--- src/rtl/frog_ctrl_pkg.sv ---
// Shared types and constants for the frog controller: grid layout, FSM states,
// and bit positions of the key/restart press vector.
package frogger_pkg;
    localparam int NROWS     = 16;
    localparam int NCOLS     = 16;
    localparam int START_ROW = 0;
    localparam int GOAL_ROW  = 15;

    // Bit positions in the press vector; lower index means higher move priority.
    localparam int K_UP = 0;
    localparam int K_DN = 1;
    localparam int K_LT = 2;
    localparam int K_RT = 3;
    localparam int K_RS = 4;
    localparam int NKEYS = 5;

    typedef logic [NROWS-1:0][NCOLS-1:0] grid_t;

    typedef enum logic {
        PLAY = 1'b0,
        HIT  = 1'b1
    } state_t;
endpackage

--- src/rtl/frog_ctrl_if.sv ---
// Key inputs, car bitmap and display/status outputs of the frog controller.
interface frog_ctrl_if;
    import frogger_pkg::*;

    logic        key_up;
    logic        key_down;
    logic        key_left;
    logic        key_right;
    logic        restart;
    grid_t       grid_in;
    grid_t       grid_out;
    logic [3:0]  frog_row;
    logic [3:0]  frog_col;
    logic        hit;
    logic [6:0]  score;

    modport master (
        output key_up, key_down, key_left, key_right, restart, grid_in,
        input  grid_out, frog_row, frog_col, hit, score
    );

    modport slave (
        input  key_up, key_down, key_left, key_right, restart, grid_in,
        output grid_out, frog_row, frog_col, hit, score
    );
endinterface

--- src/rtl/frog_ctrl_edge_pulse.sv ---
// Rising-edge detector; reset loads the history from the live level so a key
// held through reset never produces a press.
module edge_pulse (
    input  logic clk,
    input  logic reset,
    input  logic level_i,
    output logic pulse_o
);
    logic prev_q;

    always_ff @(posedge clk) begin
        prev_q <= level_i;
    end

    assign pulse_o = level_i & ~prev_q & ~reset;
endmodule

--- src/rtl/frog_ctrl.sv ---
// Frog position/collision/score controller; overlays the frog on the car grid
// and blinks it while frozen in HIT.
module frog_ctrl
    import frogger_pkg::*;
#(
    parameter int START_COL = 7,
    parameter int BLINK_DIV = 25_000_000,
    parameter int SCORE_MAX = 99
) (
    input  logic        clk,
    input  logic        reset,
    frog_ctrl_if.slave  fif
);
    localparam int CNT_W = 26;
    localparam logic [3:0]       START_C = 4'(START_COL);
    localparam logic [3:0]       START_R = 4'(START_ROW);
    localparam logic [3:0]       GOAL_R  = 4'(GOAL_ROW);
    localparam logic [CNT_W-1:0] CNT_TOP = CNT_W'(BLINK_DIV - 1);
    localparam logic [6:0]       SC_MAX  = 7'(SCORE_MAX);

    logic [NKEYS-1:0] key_lvl, key_prs;

    state_t           state_q, state_d;
    logic [3:0]       row_q, row_d, col_q, col_d;
    logic             hit_q, hit_d;
    logic [6:0]       score_q, score_d;
    logic [CNT_W-1:0] cnt_q, cnt_d;
    logic             phase_q, phase_d;
    grid_t            grid_o;

    assign key_lvl = {fif.restart, fif.key_right, fif.key_left, fif.key_down, fif.key_up};

    edge_pulse u_ep [NKEYS-1:0] (
        .clk     (clk),
        .reset   (reset),
        .level_i (key_lvl),
        .pulse_o (key_prs)
    );

    always_ff @(posedge clk) begin
        if (reset) begin
            state_q <= PLAY;
            row_q   <= START_R;
            col_q   <= START_C;
            hit_q   <= 1'b0;
            score_q <= '0;
            cnt_q   <= '0;
            phase_q <= 1'b1;
        end else begin
            state_q <= state_d;
            row_q   <= row_d;
            col_q   <= col_d;
            hit_q   <= hit_d;
            score_q <= score_d;
            cnt_q   <= cnt_d;
            phase_q <= phase_d;
        end
    end

    always_comb begin
        state_d = state_q;
        row_d   = row_q;
        col_d   = col_q;
        hit_d   = hit_q;
        score_d = score_q;
        cnt_d   = cnt_q;
        phase_d = phase_q;
        case (state_q)
            PLAY: begin
                cnt_d   = '0;
                phase_d = 1'b1;
                // Collision beats everything, including the goal-row return.
                if (fif.grid_in[row_q][col_q]) begin
                    state_d = HIT;
                    hit_d   = 1'b1;
                end else if (row_q == GOAL_R) begin
                    row_d = START_R;
                    col_d = START_C;
                    if (score_q < SC_MAX) score_d = score_q + 7'd1;
                end else if (key_prs[K_UP]) begin
                    row_d = row_q + 4'd1;
                end else if (key_prs[K_DN]) begin
                    if (row_q != 4'd0) row_d = row_q - 4'd1;
                end else if (key_prs[K_LT]) begin
                    if (col_q != 4'd15) col_d = col_q + 4'd1;
                end else if (key_prs[K_RT]) begin
                    if (col_q != 4'd0) col_d = col_q - 4'd1;
                end
            end
            HIT: begin
                if (key_prs[K_RS]) begin
                    state_d = PLAY;
                    hit_d   = 1'b0;
                    row_d   = START_R;
                    col_d   = START_C;
                    score_d = '0;
                    cnt_d   = '0;
                    phase_d = 1'b1;
                end else if (cnt_q == CNT_TOP) begin
                    cnt_d   = '0;
                    phase_d = ~phase_q;
                end else begin
                    cnt_d = cnt_q + CNT_W'(1);
                end
            end
            default: state_d = PLAY;
        endcase
    end

    always_comb begin
        grid_o = fif.grid_in;
        if (state_q == PLAY || phase_q) grid_o[row_q][col_q] = 1'b1;
    end

    assign fif.grid_out = grid_o;
    assign fif.frog_row = row_q;
    assign fif.frog_col = col_q;
    assign fif.hit      = hit_q;
    assign fif.score    = score_q;
endmodule
--- src/flat_wrapper.sv ---
// flat-port wrapper written by rule: the top's interface ports become plain ports
module frog_ctrl_flat import frogger_pkg::*;
#(
    parameter int START_COL = 7,
    parameter int BLINK_DIV = 25_000_000,
    parameter int SCORE_MAX = 99
)
  (clk, reset, fif_key_up, fif_key_down, fif_key_left, fif_key_right, fif_restart, fif_grid_in, fif_grid_out, fif_frog_row, fif_frog_col, fif_hit, fif_score);
  frog_ctrl_if fif_i ();
  input  logic clk;
  input  logic reset;
  input wire logic [$bits(fif_i.key_up)-1:0] fif_key_up;
  input wire logic [$bits(fif_i.key_down)-1:0] fif_key_down;
  input wire logic [$bits(fif_i.key_left)-1:0] fif_key_left;
  input wire logic [$bits(fif_i.key_right)-1:0] fif_key_right;
  input wire logic [$bits(fif_i.restart)-1:0] fif_restart;
  input wire logic [$bits(fif_i.grid_in)-1:0] fif_grid_in;
  output wire logic [$bits(fif_i.grid_out)-1:0] fif_grid_out;
  output wire logic [$bits(fif_i.frog_row)-1:0] fif_frog_row;
  output wire logic [$bits(fif_i.frog_col)-1:0] fif_frog_col;
  output wire logic [$bits(fif_i.hit)-1:0] fif_hit;
  output wire logic [$bits(fif_i.score)-1:0] fif_score;
  assign fif_i.key_up = fif_key_up;
  assign fif_i.key_down = fif_key_down;
  assign fif_i.key_left = fif_key_left;
  assign fif_i.key_right = fif_key_right;
  assign fif_i.restart = fif_restart;
  assign fif_i.grid_in = fif_grid_in;
  assign fif_grid_out = fif_i.grid_out;
  assign fif_frog_row = fif_i.frog_row;
  assign fif_frog_col = fif_i.frog_col;
  assign fif_hit = fif_i.hit;
  assign fif_score = fif_i.score;
  frog_ctrl #(.START_COL(START_COL), .BLINK_DIV(BLINK_DIV), .SCORE_MAX(SCORE_MAX)) u_core (.clk(clk), .reset(reset), .fif(fif_i));
endmodule
--- config.mk ---
export PLATFORM = sky130hd
export DESIGN_NAME = frog_ctrl_flat
export DESIGN_NICKNAME = d
export VERILOG_FILES = /design/src/rtl/frog_ctrl_pkg.sv /design/src/rtl/frog_ctrl_if.sv /design/src/rtl/frog_ctrl_edge_pulse.sv /design/src/rtl/frog_ctrl.sv /design/src/flat_wrapper.sv
export SDC_FILE = /design/constraint.sdc
export NUM_CORES = 1
export LEC_CHECK = 0
export BUFFER_PORTS_ARGS = -buffer_cell sky130_fd_sc_hd__clkbuf_2
export CAP_MARGIN = 40
export CORE_AREA = 2 2 205 207
export CTS_BUF_LIST = sky130_fd_sc_hd__clkbuf_2
export CTS_CLUSTER_DIAMETER = 60
export DETAILED_ROUTE_END_ITERATION = 10
export DIE_AREA = 0 0 207 209
export MAX_ROUTING_LAYER = met4
export PLACE_DENSITY = 0.45
export SLEW_MARGIN = 10
export SYNTH_ARGS = -nofsm -noshare
export SYNTH_HDL_FRONTEND = slang
export SYNTH_SLANG_ARGS = --single-unit
--- constraint.sdc ---
create_clock -name clk -period 3.9 [get_ports clk]
set_input_delay 0 -clock clk [delete_from_list [all_inputs] [get_ports clk]]
set_output_delay 0 -clock clk [all_outputs]
set_load 0.01 [all_outputs]
Word level (Yosys, flattened, before mapping)
Cells that the tools add are included.
- mux-type cells: 43
- add/sub/neg operators: 6
- shift operators: 0
- reduce and logical (&&, ||, !) cells: 9
- bitwise logic cells: 19
- multipliers: 0
- equal/unequal tests: 16
- order comparisons: 5
- div/mod/pow operators: 0
- operators by type and width (kind ; number):
    $mux 256 ; 1
    $or 256x256->256 ; 1
    $bmux 16 s4 ; 1
    $demux 16 s4 ; 1
    $mux 4 ; 15
    $mux 26 ; 2
    $pmux 26 s2 ; 1
    $mux 16 ; 2
    $mux 7 ; 4
    $add 26x1->26 const B ; 1
    $eq 26x25->1 const B ; 1
    $pmux 4 s2 ; 2
    $pmux 7 s2 ; 1
    $ne 4x2->1 const B ; 3
    $and 1x1->1 ; 10
    $lt 4x5->1 const B ; 2
    $add 4x1->4 const B ; 2
    $ge 4x1->1 const B ; 2
    $mux 1 ; 8
    $ne 4x3->1 const B ; 2
    $not 1->1 ; 8
    $reduce_and 4->1 ; 2
    $reduce_bool 4->1 ; 2
    $sub 4x1->4 const B ; 2
    15 further kinds ; 22
- bits in latches: 0
- ROM bits: 0
- register bits after elaboration: 49
- bits of input ports: 263
- bits in writable memories: 0
- word-level logic and storage cells: 110
- output and inout bits: 272
- memories kept: 0

Depth between registers and ports, before layout
- word-level depth: 10
- depth in mapped cells: 15
- gate-level depth less buffers: 10

By module
Synthesis repeated with hierarchy kept, for this count alone.
- cell total of the unflattened synthesis: 812
- area total of the unflattened synthesis: 6901.6 um^2
- by module, submodules not included (module ; cells each ; area each (um^2) ; sequential area each (um^2) ; times used):
    frog_ctrl ; 802 ; 6739.0 ; 880.8 ; 1
    edge_pulse ; 2 ; 32.5 ; 20.0 ; 5

Worst setup path before layout
OpenSTA, ideal clock, no wires.
- path kind: register to register
- start: register u_core.row_q[1] (netlist: u_core.fif.frog_row[1])
- end: register u_core.row_q[0] (netlist: u_core.fif.frog_row[0])
- data required time: 3.779 ns
- clock period less this slack: 2.792 ns
- buffers on the path: 4
- path slack: 1.108 ns
- cell stages (with the launch flop): 13
- setup time: 0.121 ns
- arrival time: 2.671 ns
- cells stage by stage: dfxtp_1 buf_6 buf_12 buf_8 buf_2 mux4_2 a22oi_1 nand2_1 a221oi_4 a22oi_2 o21bai_4 o21ai_2 mux2_4
- word-level cells in the longest chain between the ends: 6
- elaborated cells on any way between the ends: 13
- classes of those cells: 4 x eq/ne; 7 x mux; 2 x reduce/logical
- ends and longest elaborated chain (what ; line ; RTL):
    start: declaration ; frog_ctrl.sv:24 ; logic [3:0] row_q, row_d, col_q, col_d;
    start signal: assignment ; frog_ctrl.sv:51 ; row_q <= row_d;
    $bmux 16 s4 ; frog_ctrl.sv:73 ; if (fif.grid_in[row_q][col_q]) begin
    $mux 16 (implied by the code) ; frog_ctrl.sv:73 ;
    $bmux 1 s4 ; frog_ctrl.sv:73 ;
    $mux 1 (implied by the code) ; frog_ctrl.sv:73 ;
    $ne 2x2->1 (no line) ; - ;
    $reduce_and 4->1 (no line) ; - ;
Several ways; a longest one is shown, not always the timed one. The select of a mux whose other input is x is not followed.
A chain may end at the register's enable or synchronous reset.

Worst setup path after layout
- start: register u_core.row_q[3] (netlist: u_core.fif.frog_row[3])
- end: register u_core.score_q[6] (netlist: u_core.fif.score[6])
- word-level cells in the longest chain between the ends: 6
- elaborated cells on any way between the ends: 8
- classes of those cells: 3 x eq/ne; 4 x mux; 1 x reduce/logical
- ends and longest elaborated chain (what ; line ; RTL):
    $bmux 16 s4 ; frog_ctrl.sv:73 ;
    $mux 16 (implied by the code) ; frog_ctrl.sv:73 ;
    $bmux 1 s4 ; frog_ctrl.sv:73 ;
    $mux 1 (implied by the code) ; frog_ctrl.sv:73 ;
    $ne 2x2->1 (no line) ; - ;
    $reduce_and 4->1 (no line) (*) ; - ;
    end signal: assignment ; frog_ctrl.sv:54 ; score_q <= score_d;
    end: declaration ; frog_ctrl.sv:26 ; logic [6:0] score_q, score_d;
Mark *: on every way between the ends. The rest lies on a longest branch, timed or not. The select of a mux whose other input is x is not followed.

==> run metrics <==
Die Y=209 um; CP Cell Sequence=buf_4, mux2_2, o22ai_1, a221o_1, a211oi_1, a221oi_4, a31oi_2, nand2_1, and3_1, o21a_1; crit-path max cell delay=between 700 and 800 ps; leading area contributor after synthesis=a21o_1; worst r2r src=u_core.fif.frog_row[3]; worst skew pair latency=approximately 460 ps; maxcap violations=0; CTS tree=done; Final Hold Fails=0; GRT met2 Usage=0.422; met3 Use GR=0.0284; CP endpoint kind=register; VDD IR-drop max=between 200 and 300 uV; Gate Count Post-Synth=about 840; critical path type=register to register; min-delay worst type=primary input to register; library cells used by synthesis=between 60 and 70; share of the synthesized area in the top cell type=0.208; run status=complete, no violations; final setup fails=0; Power per Cell Area=around 400 nW/um^2; vias in the first global route=a little under 10,000; DRC viols=0; setup_tns=0 ps; overall power=approximately 4.3 mW; CP arrival=slightly below 4000 ps; Detailed Route WL=roughly 53 mm; R2R setup slack=about 400 ps; HPWL after DPL=around 46 mm; Core Rows=between 70 and 80; Worst Setup Start Kind=register; Port-buffer cells=534; Seq/Total Area, Yosys=0.139; commonest cells after routing, fill and taps aside=clkbuf_2, a21o_1, o21bai_1, nand2_1, nor2_1; Least-Margin Pin Slew=890 ps; end of the worst hold path=u_core.u_ep[4].prev_q; Area Growth Syn to Fin=52.1%; Final Skew=approximately 28 ps; Synthesized Nets=~1,100; global-route wire length before repair=around 73 mm; hold path startpoint=fif_restart; unrepaired setup endpoints after global routing=false; r2r endpoint=u_core.fif.score[6]; vias per cell=5.00; CP max-delay cell=dfxtp_2; DR WL/cell=27.5 um; most common flop cell mapped by yosys=dfxtp_1; Leakage=roughly 5.7 nW; share of layout cells above drive strength 1=0.488; syn avg cell area=about 8.4 um^2; vias=between 9,000 and 10,000; cell count after placement=about 1,900; worst r2r path cells=10; met1 Resource Use GR=0.284; hold-critical path depth=2; drt initial violations=around 700; # clock sinks=49; number of flops mapped to enable cells by yosys=0; initial antenna violation count=3; total iterations of the first detailed-routing run=7; GP Congestion=between 0.9 and 1; Chip Width=between 200 and 250 um; gr usage total=0.238; postcts setup bufs=0; die area=around 43,000 um^2; GR peak layer=met2; Congestion Overflow GR=0; TritonCTS Buffers=5; pin count of the biggest net entering global routing=30; Slew Viols, Final=0; initial cell density of the core=0.171; worst-path fanout max=19; ys async rst share=0; top cells by area, synth=a21o_1, dfxtp_1, mux4_2; Clock Root Buffer=clkbuf_2; Relative slew margins=0.405; number of synthesized register bits=between 40 and 50; # nets final=1,646; clock buffer depth=2; non-filler instance count after layout=about 1,900; clock-pin slew on the worst setup and hold paths=roughly 280 ps; commonest non-fill, non-tap cell in the layout=clkbuf_2; core area=41,300 um^2; antenna-violating nets left=0; final worst path period need=between 3000 and 4000 ps; H-tree depth=2; I/O pin count=535; Layout Utilization=0.260; Post-Syn Area=~7000 um^2; Yosys warnings=0; Critical Path RT=~4300 ps; Fmax achieved=~290 MHz; Tcrit/Tclk final=0.897
-- sequential cells by signal, summed over array words and instances (netlist names) --
register and count:
u_core.phase_q 1, u_core.fif.frog_col 4, u_core.cnt_q 26, u_core.state_q 1, u_core.fif.hit 1, u_core.u_ep.prev_q 5
u_core.fif.frog_row 4, u_core.fif.score 7
-- per-layer routing --
metal	part of all wire	vias to the layer above
met5	0	-
met1	0.40	4745
met2	0.51	536
met3	0.062	52
met4	0.026	0
li1	-	4238
-- final cells by class --
type	count	area, um^2
fill	4646	30600
multi-input combinational	706	5710
timing repair buffer	600	3250
sequential	49	990
tap	539	674
inverter	13	48.8
clock buffer	5	25.0
clock inverter	3	17.5
antenna	1	2.50
-- worst max-delay path by stage --
stage / slack, ps / start / end / cells after the start
after global routing: 290 / u_core.fif.frog_row[1] / u_core.fif.frog_row[1] / 10
after floorplan: 1110 / u_core.fif.frog_row[1] / u_core.fif.frog_row[0] / 12
final: 400 / u_core.fif.frog_row[3] / u_core.fif.score[6] / 10
after detailed placement: 490 / u_core.fif.frog_row[3] / u_core.fif.frog_row[0] / 10
after global placement: 500 / u_core.fif.frog_row[3] / u_core.fif.frog_row[0] / 10
after CTS: 440 / u_core.fif.frog_row[3] / u_core.fif.frog_row[0] / 10
-- where the power goes --
| group | total (mW) | switching (mW) | leakage (nW) | internal (mW) |
|---|---|---|---|---|
| combinational | 3.32 | 1.96 | 5.27 | 1.36 |
| clock | 0.221 | 0.179 | 0.0304 | 0.0426 |
| sequential | 0.744 | 0.196 | 0.400 | 0.548 |
| total | 4.29 | 2.33 | 5.70 | 1.95 |
-- stage by stage --
stage | hold slack [ps] | setup slack, ps | cell area, um^2
floorplan | 27.7 | 1110 | 7050
global placement | 116 | 499 | 10500
detailed placement | 118 | 487 | 10600
CTS | 128 | 438 | 10700
global route | 120 | 295 | 10700
finish | 156 | 402 | 10700
-- cells by family after synthesis --
logic type      after synthesis  share of synthesized area
mux                          93                      0.225
xor+xnor                     29                     0.0360
simple gates                233                      0.157
flops                        49                      0.139
buf+inv                      82                     0.0619
fa+ha+maj                     8                     0.0163
compound gates              343                      0.364
-- what timing repair did --
| action | CTS | global route |
|---|---|---|
| resized for setup | 0 | 0 |
| endpoints found under the hold margin | 6 | 0 |
| hold buffers | 6 | 0 |
-- cell usage after synthesis, types with 11 or more instances --
cell type and number:
a21o_1 195, a21oi_1 22, a22oi_1 17, and3_1 13, clkbuf_1 46, dfxtp_1 49
mux2i_1 41, mux4_1 15, mux4_2 32, nand2_1 59, nand3_1 27, nor2_1 68
nor2b_1 11, nor3_1 13, o21bai_1 65, xnor2_1 15, xor2_1 14
-- worst max-delay path: cells and delay by family (launching register included) --
| kind | cells | cell delay, ps |
|---|---|---|
| DFF | 1 | 730 |
| muxes | 1 | 230 |
| and+or+nand+nor | 2 | 430 |
| buffers and inverters | 1 | 330 |
| AOI/OAI and AO/OA | 6 | 1670 |
Power figures use the tool's default switching activity.
